`config.mk`:
```
export PLATFORM = sky130hd
export DESIGN_NAME = regfile_wb_arbiter_flat
export DESIGN_NICKNAME = d
export VERILOG_FILES = /design/src/rtl/regfile_wb_arbiter_if.sv /design/src/rtl/regfile_wb_arbiter.sv /design/src/flat_wrapper.sv
export SDC_FILE = /design/constraint.sdc
export NUM_CORES = 1
export LEC_CHECK = 0
export CAP_MARGIN = 20
export CORE_ASPECT_RATIO = 0.9
export CORE_MARGIN = 5
export CORE_UTILIZATION = 45
export DETAILED_ROUTE_END_ITERATION = 12
export PLACE_DENSITY = 0.69
export SYNTH_ARGS = -nofsm -noshare
export SYNTH_HDL_FRONTEND = slang
export SYNTH_SLANG_ARGS = --single-unit
```
`constraint.sdc`:
```
create_clock -name clk -period 4 [get_ports clk]
set_clock_uncertainty 0.1 [all_clocks]
set_input_delay 1.2 -clock clk [delete_from_list [all_inputs] [get_ports clk]]
set_output_delay 1.2 -clock clk [all_outputs]
set_load 0.05 [all_outputs]
```
`src/rtl/regfile_wb_arbiter_if.sv`:
```
// Bundle between the two writeback sources and the register-file write port.
// The sources use the master side; the arbiter uses the slave side.
interface regfile_wb_arbiter_if #(
  parameter int DATA_W = 32,
  parameter int ADDR_W = 5
);
  logic                   src0_valid;
  logic                   src0_ready;
  logic [ADDR_W-1:0]      src0_rd;
  logic [DATA_W-1:0]      src0_data;
  logic                   src1_valid;
  logic                   src1_ready;
  logic [ADDR_W-1:0]      src1_rd;
  logic [DATA_W-1:0]      src1_data;
  logic                   wb_en;
  logic [ADDR_W-1:0]      wb_addr;
  logic [DATA_W-1:0]      wb_data;
  logic [(1<<ADDR_W)-1:0] pending;
  logic                   idle;

  modport master (
    output src0_valid, src0_rd, src0_data,
    output src1_valid, src1_rd, src1_data,
    input  src0_ready, src1_ready,
    input  wb_en, wb_addr, wb_data, pending, idle
  );

  modport slave (
    input  src0_valid, src0_rd, src0_data,
    input  src1_valid, src1_rd, src1_data,
    output src0_ready, src1_ready,
    output wb_en, wb_addr, wb_data, pending, idle
  );
endinterface

```
`src/rtl/regfile_wb_arbiter.sv`:
```
// Round-robin share of the register file write port between two FIFO-buffered
// writeback sources, with a per-register "write outstanding" mask for hazard logic.
module regfile_wb_arbiter #(
  parameter int DEPTH  = 2,
  parameter int DATA_W = 32,
  parameter int ADDR_W = 5
) (
  input logic                 clk,
  input logic                 rst_n,
  regfile_wb_arbiter_if.slave bus
);
  localparam int PTR_W = (DEPTH > 1) ? $clog2(DEPTH) : 1;
  localparam int CNT_W = PTR_W + 1;
  localparam int NREG  = 1 << ADDR_W;

  logic [1:0]             in_valid;
  logic [1:0]             ready_w;
  logic [1:0]             not_empty;
  logic [1:0]             push;
  logic [1:0]             grant_next;
  logic [1:0][ADDR_W-1:0] in_rd;
  logic [1:0][ADDR_W-1:0] head_addr;
  logic [1:0][DATA_W-1:0] in_data;
  logic [1:0][DATA_W-1:0] head_data;
  logic [1:0][NREG-1:0]   src_pending;
  logic [NREG-1:0]        pending_next;

  logic                   last_grant_reg;
  logic                   wb_en_reg;
  logic [ADDR_W-1:0]      wb_addr_reg;
  logic [DATA_W-1:0]      wb_data_reg;

  assign in_valid = {bus.src1_valid, bus.src0_valid};
  assign in_rd    = {bus.src1_rd, bus.src0_rd};
  assign in_data  = {bus.src1_data, bus.src0_data};

  genvar gi;
  generate
    for (gi = 0; gi < 2; gi++) begin : g_src
      logic [ADDR_W-1:0] mem_addr [DEPTH];
      logic [DATA_W-1:0] mem_data [DEPTH];
      logic [PTR_W-1:0]  wr_ptr_reg;
      logic [PTR_W-1:0]  rd_ptr_reg;
      logic [CNT_W-1:0]  count_reg;
      logic [NREG-1:0]   pend_next;

      // Ready looks only at the count, so a full FIFO refuses a push even while popping.
      assign ready_w[gi]   = count_reg < CNT_W'(DEPTH);
      assign not_empty[gi] = count_reg != '0;
      // Writes to r0 are accepted but dropped: they would be discarded by the regfile anyway.
      assign push[gi]      = in_valid[gi] & ready_w[gi] & (in_rd[gi] != '0);
      assign head_addr[gi] = mem_addr[rd_ptr_reg];
      assign head_data[gi] = mem_data[rd_ptr_reg];

      always_ff @(posedge clk or negedge rst_n) begin
        if (!rst_n) begin
          wr_ptr_reg <= '0;
          rd_ptr_reg <= '0;
          count_reg  <= '0;
        end else begin
          if (push[gi]) wr_ptr_reg <= wr_ptr_reg + PTR_W'(1);
          if (grant_next[gi]) rd_ptr_reg <= rd_ptr_reg + PTR_W'(1);
          if (push[gi] && !grant_next[gi]) count_reg <= count_reg + CNT_W'(1);
          else if (!push[gi] && grant_next[gi]) count_reg <= count_reg - CNT_W'(1);
        end
      end

      always_ff @(posedge clk) begin
        if (push[gi]) begin
          mem_addr[wr_ptr_reg] <= in_rd[gi];
          mem_data[wr_ptr_reg] <= in_data[gi];
        end
      end

      always_comb begin
        pend_next = '0;
        for (int k = 0; k < DEPTH; k++) begin
          if (CNT_W'(k) < count_reg) pend_next[mem_addr[rd_ptr_reg + PTR_W'(k)]] = 1'b1;
        end
      end

      assign src_pending[gi] = pend_next;
    end
  endgenerate

  // On contention the source that did not win last time gets the port.
  always_comb begin
    grant_next = 2'b00;
    if (not_empty[0] && (!not_empty[1] || last_grant_reg)) grant_next = 2'b01;
    else if (not_empty[1]) grant_next = 2'b10;
  end

  always_ff @(posedge clk or negedge rst_n) begin
    if (!rst_n) begin
      last_grant_reg <= 1'b1;
      wb_en_reg      <= 1'b0;
      wb_addr_reg    <= '0;
      wb_data_reg    <= '0;
    end else begin
      wb_en_reg <= |grant_next;
      if (grant_next[0]) begin
        last_grant_reg <= 1'b0;
        wb_addr_reg    <= head_addr[0];
        wb_data_reg    <= head_data[0];
      end else if (grant_next[1]) begin
        last_grant_reg <= 1'b1;
        wb_addr_reg    <= head_addr[1];
        wb_data_reg    <= head_data[1];
      end
    end
  end

  always_comb begin
    pending_next = src_pending[0] | src_pending[1];
    if (wb_en_reg) pending_next[wb_addr_reg] = 1'b1;
    pending_next[0] = 1'b0;
  end

  assign bus.src0_ready = ready_w[0];
  assign bus.src1_ready = ready_w[1];
  assign bus.wb_en      = wb_en_reg;
  assign bus.wb_addr    = wb_addr_reg;
  assign bus.wb_data    = wb_data_reg;
  assign bus.pending    = pending_next;
  assign bus.idle       = ~not_empty[0] & ~not_empty[1] & ~wb_en_reg;
endmodule
```
`src/flat_wrapper.sv`:
```
// flat-port wrapper written by rule: the top's interface ports become plain ports
module regfile_wb_arbiter_flat 
#(
  parameter int DEPTH  = 2,
  parameter int DATA_W = 32,
  parameter int ADDR_W = 5
)
  (clk, rst_n, bus_src0_valid, bus_src0_rd, bus_src0_data, bus_src1_valid, bus_src1_rd, bus_src1_data, bus_src0_ready, bus_src1_ready, bus_wb_en, bus_wb_addr, bus_wb_data, bus_pending, bus_idle);
  regfile_wb_arbiter_if #(.DATA_W(DATA_W), .ADDR_W(ADDR_W)) bus_i ();
  input logic clk;
  input logic rst_n;
  input wire logic [$bits(bus_i.src0_valid)-1:0] bus_src0_valid;
  input wire logic [$bits(bus_i.src0_rd)-1:0] bus_src0_rd;
  input wire logic [$bits(bus_i.src0_data)-1:0] bus_src0_data;
  input wire logic [$bits(bus_i.src1_valid)-1:0] bus_src1_valid;
  input wire logic [$bits(bus_i.src1_rd)-1:0] bus_src1_rd;
  input wire logic [$bits(bus_i.src1_data)-1:0] bus_src1_data;
  output wire logic [$bits(bus_i.src0_ready)-1:0] bus_src0_ready;
  output wire logic [$bits(bus_i.src1_ready)-1:0] bus_src1_ready;
  output wire logic [$bits(bus_i.wb_en)-1:0] bus_wb_en;
  output wire logic [$bits(bus_i.wb_addr)-1:0] bus_wb_addr;
  output wire logic [$bits(bus_i.wb_data)-1:0] bus_wb_data;
  output wire logic [$bits(bus_i.pending)-1:0] bus_pending;
  output wire logic [$bits(bus_i.idle)-1:0] bus_idle;
  assign bus_i.src0_valid = bus_src0_valid;
  assign bus_i.src0_rd = bus_src0_rd;
  assign bus_i.src0_data = bus_src0_data;
  assign bus_i.src1_valid = bus_src1_valid;
  assign bus_i.src1_rd = bus_src1_rd;
  assign bus_i.src1_data = bus_src1_data;
  assign bus_src0_ready = bus_i.src0_ready;
  assign bus_src1_ready = bus_i.src1_ready;
  assign bus_wb_en = bus_i.wb_en;
  assign bus_wb_addr = bus_i.wb_addr;
  assign bus_wb_data = bus_i.wb_data;
  assign bus_pending = bus_i.pending;
  assign bus_idle = bus_i.idle;
  regfile_wb_arbiter #(.DEPTH(DEPTH), .DATA_W(DATA_W), .ADDR_W(ADDR_W)) u_core (.clk(clk), .rst_n(rst_n), .bus(bus_i));
endmodule
```
Word-level counts from Yosys, hierarchy flattened. Memories as Yosys holds them, arrays and structs flattened. Index checks and enable logic that the tools add are counted.

Register bits after elaboration: 47. Bits in latches: 0. RAM bits: 148. ROM bits: 0. Input bits: 78. Output and inout port bits: 73. Logic and storage cells: 106. Memories kept: 4.

Memories: u_core.g_src[0].mem_data (words 2, bits a word 32, rd ports 1, clocked after memory_dff 0, write ports 1, line regfile_wb_arbiter.sv:41) `logic [DATA_W-1:0] mem_data [DEPTH];`; u_core.g_src[1].mem_data (words 2, bits a word 32, rd ports 1, clocked after memory_dff 0, write ports 1, line regfile_wb_arbiter.sv:41); u_core.g_src[0].mem_addr (words 2, bits a word 5, rd ports 2, clocked after memory_dff 0, write ports 1, line regfile_wb_arbiter.sv:40) `logic [ADDR_W-1:0] mem_addr [DEPTH];`; u_core.g_src[1].mem_addr (words 2, bits a word 5, rd ports 2, clocked after memory_dff 0, write ports 1, line regfile_wb_arbiter.sv:40).

Add/sub/neg operators: 8. Multiply operators: 0. Div/mod/pow operators: 0. Order comparisons: 16. Eq/ne operators: 0. Shift operators: 0. Muxes and demuxes: 31. Bitwise logic cells: 13. Reductions and logical operators: 24.

Operators by type and width (count): 32-bit 2-to-1 mux (7); 32-bit OR (4); 5-bit by 6-bit less-than comparator with 1-bit output, second input constant (5); 1-bit demux with 5-bit select (5); 5-bit by 1-bit greater-or-equal comparator with 1-bit output, second input constant (5); 2-bit 2-to-1 mux (6); 1-bit 2-to-1 mux (11); 1-bit logical AND (10); 5-bit 2-to-1 mux (2); 2-bit nonzero test (5); 5-bit nonzero test (2); 1-bit by 2-bit less-than comparator with 1-bit output, first input constant (4); 1-bit bitwise AND (6); 1-bit logical NOT (5); 1-bit adder, second input constant (4); 2-bit by 1-bit adder with 2-bit output, second input constant (2); 2-bit less-than comparator, second input constant (2); 2-bit by 1-bit subtractor with 2-bit output, second input constant (2); 1-bit NOT (3); 2-bit OR reduction (1); 1-bit logical OR (1).

Logic depth before layout (Yosys ltp). An unclocked memory read counts as a cell.

Depth in word-level cells: 11. Gate-level depth with buffers: 10. Mapped depth without buffers: 9.

Least setup slack after synthesis. Ideal clock, no wire load.

Path kind: reg-to-output. Start point: register u_core.g_src[1].count_reg[1]. End point: output port bus_idle. Arrival: 2417 ps. Data required time: 2700 ps. Slack: 283 ps. Stages on the path, launching flop included: 8. Cells stage by stage: dfrtp_1 inv_1 ha_1 buf_2 clkbuf_1 buf_1 nand2_1 nor2_1.

Word-level cells in the longest chain between the ends: 4.

Ends and longest elaborated chain: from (decl) (line regfile_wb_arbiter.sv:44) `logic [CNT_W-1:0] count_reg;`; from (signal assigned) (line regfile_wb_arbiter.sv:63) `if (push[gi] && !grant_next[gi]) count_reg <= count_reg + CNT_W'(1);`; from (signal assigned) (line regfile_wb_arbiter.sv:64) `else if (!push[gi] && grant_next[gi]) count_reg <= count_reg - CNT_W'(1);`; 2-bit nonzero test (line regfile_wb_arbiter.sv:49) `assign not_empty[gi] = count_reg != '0;`; 1-bit NOT (line regfile_wb_arbiter.sv:125) `assign bus.idle = ~not_empty[0] & ~not_empty[1] & ~wb_en_reg;`; 1-bit bitwise AND (2 in series) (line regfile_wb_arbiter.sv:125); to (decl) (line flat_wrapper.sv:24) `output wire logic [$bits(bus_i.idle)-1:0] bus_idle;`.

Every way passes these cells.

Final worst setup path.
Start point: register u_core.g_src[0].rd_ptr_reg. End point: output port bus_pending[21].

Word-level cells in the longest chain between the ends: 11.

Ends and longest elaborated chain: from (decl) (line regfile_wb_arbiter.sv:43) `logic [PTR_W-1:0] rd_ptr_reg;`; from (signal assigned) (line regfile_wb_arbiter.sv:62) `if (grant_next[gi]) rd_ptr_reg <= rd_ptr_reg + PTR_W'(1);`; 1-bit adder / memory 2 x 5 bit (equally long branches); memory 2 x 5 bit *; 5-bit by 6-bit less-than comparator with 1-bit output (not written as such) (tied with other cells) (line regfile_wb_arbiter.sv:78) `if (CNT_W'(k) < count_reg) pend_next[mem_addr[rd_ptr_reg + PTR_W'(k)]] = 1'b1;`; 1-bit logical AND (not written as such) / 1-bit 2-to-1 mux (equally long branches) (line regfile_wb_arbiter.sv:78); 1-bit 2-to-1 mux (not written as such) / 1-bit demux with 5-bit select (equally long branches); 1-bit demux with 5-bit select / 32-bit 2-to-1 mux (equally long branches); 32-bit OR (no line); 32-bit 2-to-1 mux * (line regfile_wb_arbiter.sv:78); 32-bit OR * (line regfile_wb_arbiter.sv:114) `pending_next = src_pending[0] | src_pending[1];`; 32-bit OR (no line); 32-bit 2-to-1 mux * (line regfile_wb_arbiter.sv:115) `if (wb_en_reg) pending_next[wb_addr_reg] = 1'b1;`; to (decl) (line flat_wrapper.sv:23) `output wire logic [$bits(bus_i.pending)-1:0] bus_pending;`.

Mark *: on every way between the ends. The rest lies on a longest branch, timed or not.

==> run_results.csv <==
group,metric,value,unit
run_status,status,"finished clean",
cells_and_area,drive_gt1_share,13.67,%
critical_path,critPathCaptureType,"output pin",
cells_and_area,fin_nets,972,
global_routing,grt_max_degree,71,
cts,clockBufferDepth,2,
critical_path,r2r_slack,1.19,ns
cts,ctsHoldBuffers,0,
yosys,ys_types,65,
critical_path,reg2reg_to,"u_core.bus.wb_addr[2]$_DFFE_PN0P_",
global_routing,grt_pass1_wl,40.12,mm
cts,cts.reportedPaths.clkPinSlew,0.08,ns
yosys,synth_fp_nets,830,
cells_and_area,syn_to_final_growth,24.90,%
critical_path,r2r-start,"u_core.g_src[1].count_reg[1]$_DFFE_PN0P_",
critical_path,worst_ep_required_time,2.70,ns
sta,setup_tns,0,ns
power,sw_frac_of_total,46.22,%
sta,setup_viol,0,
yosys,postSynthCellCount,746,
floorplanning,die_w,162.6,um
route,ant_nets,0,
worst_hold_path,whs_endpoint,"u_core.g_src[1].count_reg[0]$_DFFE_PN0P_",
place,place_congestion,0.9926,
route,totalWireLength,26.30,mm
floorplanning,rows,50,
cells_and_area,largest_reg_flops,128,
route,drc,0,
floorplanning,core_area,20710,sq um
worst_hold_path,hold_depth,1,
cells_and_area,mostFrequentLayoutCells,"edfxtp_1, clkdlybuf4s50_1, mux2i_1",
floorplanning,fp.dieH,147.4,um
sta,final_hold_viol_count,0,
critical_path,critPathKind,"reg2out",
floorplanning,dieArea,23970,sq um
global_routing,grt_overflow,0,
yosys,synth-seq-area-share,59.57,%
critical_path,worst_r2r_path_depth,8,
route,via_per_inst,5.858,
place,hpwlAfterDp,18.59,mm
sta,layout_setup_ws,0.1452,ns
place,io_buffers,149,
place,dp_cells,1154,
cells_and_area,finalNonFillerCells,1186,
yosys,ys.flop_type,"edfxtp_1",
worst_hold_path,hp-start,"u_core.g_src[1].count_reg[0]$_DFFE_PN0P_",
place,dp_slack,0.4529,ns
floorplanning,io_pins,151,
power,p_leak,4.276,nW
critical_path,setup.worst_path.start_class,"flip-flop",
power,p_comb_share,51.2,%
route,vias,6947,
global_routing,grt_pass1_vias,6949,
yosys,syn-cell-area,9437,sq um
job,drv_cap,0,
yosys,async_reset_ff_share,24.10,%
critical_path,cp_data_arrival_time,2.55,ns
sta,min_period_over_period,96.37,%
yosys,synth_edf_count,148,
power,clkPwrFrac,16.5,%
route,wl_per_cell,22.17,um
global_routing,grt_usage,21.81,%
power,p_seq_share,32.3,%
cts,cts_buffers,17,
power,total_power,10.15,mW
worst_hold_path,hold_path_class,"reg2reg",
power,switching_power,4.691,mW
cells_and_area,diodes,0,
yosys,yosys_warnings,0,
route,detail_route.first_pass.iterations,5,
cells_and_area,final_common_cell,"edfxtp_1",
sta,slew_headroom,31.90,%
sta,grt_setup_unrepaired,"false",
sta,worst_pin_slew,1.022,ns
cts,insertion_delay,0.43,ns
critical_path,critical_path.max_fanout,22,
global_routing,antenna_found_initial,2,
cts,htreeDepth,4,
power,p_per_area,861.0,nW/um^2
sta,drv_slew,0,
floorplanning,start_util,45.57,%
cts,cts_tree,"done",
sta,fmax,259.4,MHz
sta,timing.hold.ws,0.4071,ns
cts,clock_tree.root_cell,"clkbuf_16",
yosys,avgSynthCellArea,12.65,sq um
yosys,ys_ff_latch,195,
cts,cts_sinks,195,
power,vdd_ir_drop_max,0.0007661,V
route,drtIter0Drc,570,
power,intPower,5.458,mW
sta,period_minus_slack,3.855,ns
per-stage QoR:
stage	cell area, sq um	util (%)
floorplan	9437	-
global placement	11140	53.80
detailed placement	11140	53.80
CTS	11730	56.66
global route	11790	56.92
finish	11790	56.92
how the worst max path moves through the flow:
| stage | start | end | slack [ns] | depth (start not counted) |
|---|---|---|---|---|
| after floorplan | u_core.g_src[1].count_reg[1]$_DFFE_PN0P_ | bus_idle | 0.28 | 7 |
| after global placement | u_core.g_src[0].count_reg[1]$_DFFE_PN0P_ | bus_pending[20] | 0.41 | 7 |
| after detailed placement | u_core.g_src[0].count_reg[1]$_DFFE_PN0P_ | bus_pending[20] | 0.45 | 7 |
| after CTS | u_core.g_src[0].count_reg[1]$_DFFE_PN0P_ | bus_pending[21] | 0.03 | 8 |
| after global routing | u_core.g_src[0].count_reg[1]$_DFFE_PN0P_ | bus_pending[10] | 0.03 | 7 |
| final | u_core.g_src[0].rd_ptr_reg$_DFFE_PN0P_ | bus_pending[21] | 0.15 | 6 |
critical path, stage by stage (launching register included):
cell and delay (ns):
dfrtp_4 0.60, buf_8 0.21, nor2b_4 0.15, a21oi_2 0.35
o22ai_1 0.17, or3_1 0.44, buf_4 0.21
per-layer routing:
layer / vias up / track usage (%) / routed length [um]
met5: - / 0 / 19
met4: 4 / 7.338 / 696
met3: 49 / 5.130 / 1834
met2: 279 / 35.48 / 12580
met1: 3412 / 29.04 / 11170
li1: 3203 / - / -
cell families after synthesis:
kind of cell | after synthesis | share of synthesized area [%]
buffers and inverters | 63 | 3.606
multiplexers | 75 | 8.035
other | 1 | 0.03974
flip-flops | 195 | 59.57
adder cells (fa/ha/maj) | 6 | 0.7955
AO/OA/AOI/OAI | 191 | 15.30
XOR/XNOR | 8 | 0.7424
AND/OR/NAND/NOR | 207 | 11.91
synth_stat cells, types with 3 or more instances:
cell type  instances  share of area (%)
nand3_1            7               0.37
ha_1               6               0.80
nor3b_1            7               0.56
a31oi_1            4               0.27
o32ai_1           21                1.9
nand4_1            5               0.33
buf_2             11               0.58
a22oi_2            3               0.40
xor2_1             4               0.37
nand3b_1           8               0.64
mux2i_1           71                7.5
dfrtp_1           46                 12
a21oi_1           46                2.4
a21o_1             3               0.24
or3_1             30                2.0
o32a_1             7               0.74
a32o_1             3               0.32
buf_4              9               0.72
nor3_1            17               0.90
a2bb2oi_1          4               0.37
nor2_1            60                2.4
a32oi_2            5               0.86
nor2b_1           18                1.2
buf_6              6               0.72
inv_1             15               0.60
nand2_1           18               0.72
o21ai_0            5               0.27
a211oi_1          37                2.9
xnor2_1            4               0.37
nand2b_1          17                1.1
nor4_1             3               0.20
clkbuf_1          18               0.72
o22ai_1           31                2.1
mux2_2             3               0.36
nor4b_1            3               0.28
edfxtp_1         148                 47
or3b_1             4               0.37
a22oi_1            5               0.40
layout make-up:
type                            instances  area, sq um
Clock inverter                         14        162.7
Tap cell                              286        357.8
Fill cell                            1711         8921
Timing Repair Buffer                  170         1612
Multi-Input combinational cell        488         3540
Inverter                               16        60.06
Clock buffer                           17        425.4
Sequential cell                       195         5629
power groups by stage:
stage	Combinational [mW]	Sequential, mW	Clock [mW]
after CTS	5.12	3.29	1.70
final	5.19	3.28	1.68
after global routing	5.53	3.34	1.78
after floorplan	3.07	3.75	0
after global placement	5.07	3.32	0
after detailed placement	5.10	3.32	0
timing repair:
action | in CTS | in global routing
setup buffers | 0 | 1
gates resized for setup | 1 | 6
setup endpoints to repair | 1 | 20
Note: power is estimated with default switching activity, not from simulation.
